<file path="src/rtl/fft_frame_pacer.sv">
// fft_frame_pacer
//   Takes complete FFT result frames as an AXI-Stream burst, parks them in a
//   two-bank (ping-pong) frame store and replays each stored frame as single
//   cycle o_valid strobes spaced PACE cycles apart. The FFT core cannot be
//   stalled, so a frame arriving while both banks are occupied is dropped and
//   counted, as is any frame whose length is not FRAME_LEN.
// Ports
//   i_clk          sole clock, rising edge
//   i_reset        asynchronous, active-high reset
//   s_axis_tdata   input sample
//   s_axis_tvalid  beat valid
//   s_axis_tlast   last beat of frame
//   s_axis_tready  constant 1
//   o_valid        single-cycle output strobe
//   o_data         output sample, held between strobes
//   o_sof          marks sample index 0 of a frame (with o_valid)
//   o_drop_count   dropped-frame count, saturating at 255
module fft_frame_pacer #(
  parameter int DATA_WIDTH = 17,
  parameter int FRAME_LEN  = 64,
  parameter int PACE       = 32
) (
  input  logic                  i_clk,
  input  logic                  i_reset,
  input  logic [DATA_WIDTH-1:0] s_axis_tdata,
  input  logic                  s_axis_tvalid,
  input  logic                  s_axis_tlast,
  output logic                  s_axis_tready,
  output logic                  o_valid,
  output logic [DATA_WIDTH-1:0] o_data,
  output logic                  o_sof,
  output logic [7:0]            o_drop_count
);

  localparam int IW = $clog2(FRAME_LEN);
  localparam int PW = $clog2(PACE);

  typedef enum logic [1:0] {W_SYNC, W_WRITE, W_DISCARD} wstate_t;
  typedef enum logic       {R_IDLE, R_PLAY}             rstate_t;

  wstate_t               wstate_q, wstate_d;
  rstate_t               rstate_q, rstate_d;
  logic [IW-1:0]         widx_q, widx_d;
  logic [IW-1:0]         ridx_q, ridx_d;
  logic                  wbank_q, wbank_d;
  logic                  rbank_q, rbank_d;
  logic [1:0]            full_q, full_d;
  logic [7:0]            drop_q, drop_d;
  logic [PW-1:0]         pace_q, pace_d;
  logic                  o_valid_q, o_valid_d;
  logic                  o_sof_q, o_sof_d;
  logic [DATA_WIDTH-1:0] o_data_q, o_data_d;

  logic [DATA_WIDTH-1:0] mem [2*FRAME_LEN];

  logic tick, beat, wr_en, wr_set, rd_issue, rd_clear, drop_inc;

  assign tick = (pace_q == PW'(PACE - 1));
  assign beat = s_axis_tvalid;

  // Write side
  always_comb begin
    wstate_d = wstate_q;
    widx_d   = widx_q;
    wbank_d  = wbank_q;
    wr_en    = 1'b0;
    wr_set   = 1'b0;
    drop_inc = 1'b0;
    unique case (wstate_q)
      W_SYNC: begin
        if (beat && s_axis_tlast) begin
          wstate_d = W_WRITE;
          widx_d   = '0;
        end
      end
      W_WRITE: begin
        if (beat) begin
          if (widx_q == '0 && full_q[wbank_q]) begin
            // Both banks busy: drop. A single-beat frame already carries its
            // own tlast, so only hunt for the end when it is still to come.
            drop_inc = 1'b1;
            if (!s_axis_tlast) wstate_d = W_DISCARD;
          end else begin
            wr_en = 1'b1;
            if (widx_q == IW'(FRAME_LEN - 1)) begin
              widx_d = '0;
              if (s_axis_tlast) begin
                wr_set  = 1'b1;
                wbank_d = ~wbank_q;
              end else begin
                drop_inc = 1'b1;
                wstate_d = W_DISCARD;
              end
            end else if (s_axis_tlast) begin
              drop_inc = 1'b1;
              widx_d   = '0;
            end else begin
              widx_d = widx_q + IW'(1);
            end
          end
        end
      end
      W_DISCARD: begin
        if (beat && s_axis_tlast) begin
          wstate_d = W_WRITE;
          widx_d   = '0;
        end
      end
      default: wstate_d = W_SYNC;
    endcase
  end

  // Read side; ridx_q is 0 whenever the reader is idle.
  always_comb begin
    rstate_d = rstate_q;
    ridx_d   = ridx_q;
    rbank_d  = rbank_q;
    rd_issue = 1'b0;
    rd_clear = 1'b0;
    unique case (rstate_q)
      R_IDLE: begin
        if (tick && full_q[rbank_q]) begin
          rd_issue = 1'b1;
          ridx_d   = IW'(1);
          rstate_d = R_PLAY;
        end
      end
      R_PLAY: begin
        if (tick) begin
          rd_issue = 1'b1;
          if (ridx_q == IW'(FRAME_LEN - 1)) begin
            rd_clear = 1'b1;
            rbank_d  = ~rbank_q;
            ridx_d   = '0;
            rstate_d = R_IDLE;
          end else begin
            ridx_d = ridx_q + IW'(1);
          end
        end
      end
      default: rstate_d = R_IDLE;
    endcase
  end

  always_comb begin
    full_d = full_q;
    if (rd_clear) full_d[rbank_q] = 1'b0;
    if (wr_set)   full_d[wbank_q] = 1'b1;
    drop_d    = (drop_inc && drop_q != 8'hFF) ? drop_q + 8'd1 : drop_q;
    pace_d    = tick ? '0 : pace_q + PW'(1);
    o_valid_d = rd_issue;
    o_sof_d   = rd_issue && (ridx_q == '0);
    o_data_d  = rd_issue ? mem[{rbank_q, ridx_q}] : o_data_q;
  end

  always_ff @(posedge i_clk) begin
    if (wr_en) mem[{wbank_q, widx_q}] <= s_axis_tdata;
  end

  always_ff @(posedge i_clk or posedge i_reset) begin
    if (i_reset) begin
      wstate_q  <= W_SYNC;
      rstate_q  <= R_IDLE;
      widx_q    <= '0;
      ridx_q    <= '0;
      wbank_q   <= 1'b0;
      rbank_q   <= 1'b0;
      full_q    <= '0;
      drop_q    <= '0;
      pace_q    <= '0;
      o_valid_q <= 1'b0;
      o_sof_q   <= 1'b0;
      o_data_q  <= '0;
    end else begin
      wstate_q  <= wstate_d;
      rstate_q  <= rstate_d;
      widx_q    <= widx_d;
      ridx_q    <= ridx_d;
      wbank_q   <= wbank_d;
      rbank_q   <= rbank_d;
      full_q    <= full_d;
      drop_q    <= drop_d;
      pace_q    <= pace_d;
      o_valid_q <= o_valid_d;
      o_sof_q   <= o_sof_d;
      o_data_q  <= o_data_d;
    end
  end

  assign s_axis_tready = 1'b1;
  assign o_valid       = o_valid_q;
  assign o_sof         = o_sof_q;
  assign o_data        = o_data_q;
  assign o_drop_count  = drop_q;

endmodule

</file>
<file path="config.mk">
export PLATFORM = sky130hd
export DESIGN_NAME = fft_frame_pacer
export DESIGN_NICKNAME = d
export VERILOG_FILES = /design/src/rtl/fft_frame_pacer.sv
export SDC_FILE = /design/constraint.sdc
export NUM_CORES = 2
export LEC_CHECK = 0
export CORE_ASPECT_RATIO = 2
export CORE_UTILIZATION = 57
export DETAILED_ROUTE_END_ITERATION = 16
export GPL_TIMING_DRIVEN = 0
export PLACE_DENSITY = 0.76
export SLEW_MARGIN = 20
export SYNTH_ARGS = -nofsm -noshare
export SYNTH_HDL_FRONTEND = slang
export SYNTH_SLANG_ARGS = --single-unit
</file>
<file path="constraint.sdc">
create_clock -name i_clk -period 3.15 [get_ports i_clk]
set_input_delay 0.63 -clock i_clk [delete_from_list [all_inputs] [get_ports i_clk]]
set_output_delay 0.63 -clock i_clk [all_outputs]
set_load 0.005 [all_outputs]
</file>
==> impl_metrics.toml <==
[critical_path]
regToRegStartpoint = "ridx_q[1]"
critical_path_peak_fanout = 10
critPathLaunchType = "flop"
worstPathRequired_ns = 3.94
worstPathArrival_ns = 4.71
path_class = "flop to flop"
startpoint = "ridx_q[1]"
endpoint_kind = "flop"
r2r_slack_ns = -0.77

[global_routing]
grt_use_total = 0.4564
antenna_found_initial = 30
grt_max_degree = 97
gr-total-overflow = 0
grt_first_pass_wirelength_microns = 446500
grt_pass1_vias = 48590

[route]
highest_layer = "met5"
firstDrtPassIters = 9
num_vias = 51270
wl_per_cell_microns = 52.84
final_antenna_net_count = 0
drc = 0
viasPerCell = 7.633
wl_met2_microns = 160900
met1_length_microns = 94380
drt_wl_total_microns = 354900
drtIter0Drc = 9086
routed-wl-met3_microns = 48200

[clocking]
htreeDepth = 4
clock-root-buffer = "clkbuf_16"
cts_tree = "yes"
cts_sinks = 2227
cts_buffers = 184
ctsHoldBuffers = 0
cts_max_path_buffers = 4
path_clk_slew_ns = 0.08
clk_latency_ns = 0.87

[sta]
slew_violations = 5
grt_setup_unrepaired = "true"
post-route-min-period_ns = 3.918
tightest_slew_ns = 1.850
fin_ws_ns = -0.7684
finalSetupTns_ns = -12.01
hold_viol_final = 0
holdWs_ns = 0.05866
period_share = 1.244
timing.fmax_mhz = 255.2
finalClockSkew_ns = 0.05008
slew_headroom = -0.2362
setup_viol = 229

[floorplan]
dieArea_sq_mm = 0.1529
coreArea_sq_mm = 0.1501
die_h_microns = 552.1
io-pin-count = 49
die_w_microns = 277.0
start_util = 0.5743
row_count = 201

[pwr]
switchingPower_mw = 11.89
p_total_mw = 57.57
p_int_mw = 45.68
clockPowerShare = 0.411
leakagePower_nw = 34.18
p_seq_frac = 0.568
swShare = 0.2065
ir_drop_uv = 428.1
powerDensity_mw_per_mm2 = 547.6
pwr-share-comb = 0.022

[logic_synthesis]
synthArstFlopShare = 0.02290
ys_seq_elements = 2227
synth_cells = 4009
yosysTopAreaCell = "edfxtp_1"
synth_area_per_cell_sq_um = 21.51
yosysSeqAreaShare = 0.7726
synth.top_cell.area_share = 0.7578
synth.distinct_cells = 64
synth_edf_count = 2176
synth_area_leaders = "edfxtp_1 (76%), mux4_2 (13%), mux2i_1 (2.3%)"
ys_warn_count = 0
synth_nets = 4038
synth_ff_type = "edfxtp_1"
synth_area_sq_mm = 0.08623

[place]
place_congestion = 1.105
dp.cells = 6067
dpl.hpwl_microns = 215900
io_buffers = 47

[run_status]
status = "finished with violations"
violations = "max-capacitance violations, max-slew violations, negative setup slack"

[layout]
area_delta_synth_final_pct = 21.91
drive_gt1_frac = 0.3664
finalNonFillerCells = 6717
num-nets-final = 4651
mostFrequentLayoutCell = "edfxtp_1"
final_util = 0.7001
final_cell_mix = "edfxtp_1 (2,176), mux4_2 (502), clkbuf_16 (189)"

[worst_hold_path]
hold_path_class = "primary input to async pin"

[job]
max-cap-violations = 1
==> area by class of cell <==
class	instances	area, sq um
buffer	209	2940
timing repair buffer	436	6439
clock inverter	110	1165
multi-input combinational	1550	20630
inverter	14	78.83
sequential	2227	66620
tap	1928	2412
clock buffer	217	4771
fill	8449	45020
antenna	26	65.06
==> state kept, by name, indices dropped and copies added (netlist names) <==
register and count:
pace_q 5, o_data 17, wbank_q 1, wstate_q 2, o_valid 1, o_drop_count 8, full_q 2, widx_q 6
rbank_q 1, ridx_q 6, rstate_q 1, o_sof 1, mem 2176
==> final timing paths <==
path,cells after the start,end
worst max-delay path,11,o_data[0]
worst min-delay path,2,pace_q[4]
worst max register to register,11,o_data[0]
worst min register to register,1,pace_q[0]
max in group asynchronous,3,ridx_q[2]
min in group i_clk,1,mem[89][0]
==> cells by family after synthesis <==
logic type | share of synthesized area
mux | 0.1605
xor+xnor | 0.001117
fa+ha+maj | 0.001161
buf+inv | 0.01515
compound gates | 0.02573
flops | 0.7726
simple gates | 0.02372
other cells | 0.00004349
==> through the flow <==
stage | worst slack (ns) | instance area [sq um]
2_1_floorplan | 0.2081 | 86230
3_3_place_gp | -3.238 | 89110
3_5_place_dp | -2.364 | 91960
4_1_cts | -0.3230 | 102300
5_1_grt | -0.5904 | 105100
6_report | -0.7684 | 105100
==> power by group through the flow <==
stage          registers (mW)  logic (mW)  clock network, mW
2_1_floorplan            33.3       0.238                  0
3_3_place_gp             33.5       0.924                  0
3_5_place_dp             33.3        1.09                  0
4_1_cts                  32.7        1.20               23.3
5_1_grt                  32.7        1.28               24.4
6_report                 32.7        1.25               23.6
==> synthesized netlist by cell type (all sizes together) (41+ instances only) <==
master / number
a221oi: 46
a22oi: 44
buf: 141
clkbuf: 77
dfrtp: 51
edfxtp: 2176
mux2: 48
mux2i: 199
mux4: 502
nand2: 128
nand3: 57
nor2: 179
o21ai: 63
o22ai: 41
==> critical path: stages (launching register included) <==
cell	delay [ns]
dfrtp_1	0.40
buf_12	0.17
buf_16	0.17
buf_16	0.18
buf_8	0.28
buf_6	0.33
nand2b_1	0.42
o221ai_1	0.41
a21oi_1	0.09
a311oi_2	0.93
nor3_1	0.18
o211ai_1	0.20
==> per-layer routing <==
metal,vias up,GRT usage
met5,-,0
met4,16,0.4847
met3,1897,0.1465
met2,5527,0.7052
li1,18070,-
met1,25770,0.4736
==> timing repair <==
item	in CTS	in global routing
resized for setup	592	202
pin swaps	82	99
cloned	4	1
buffers inserted	148	154
endpoints found under the setup margin	2146	1236
Power figures use the tool's default switching activity.
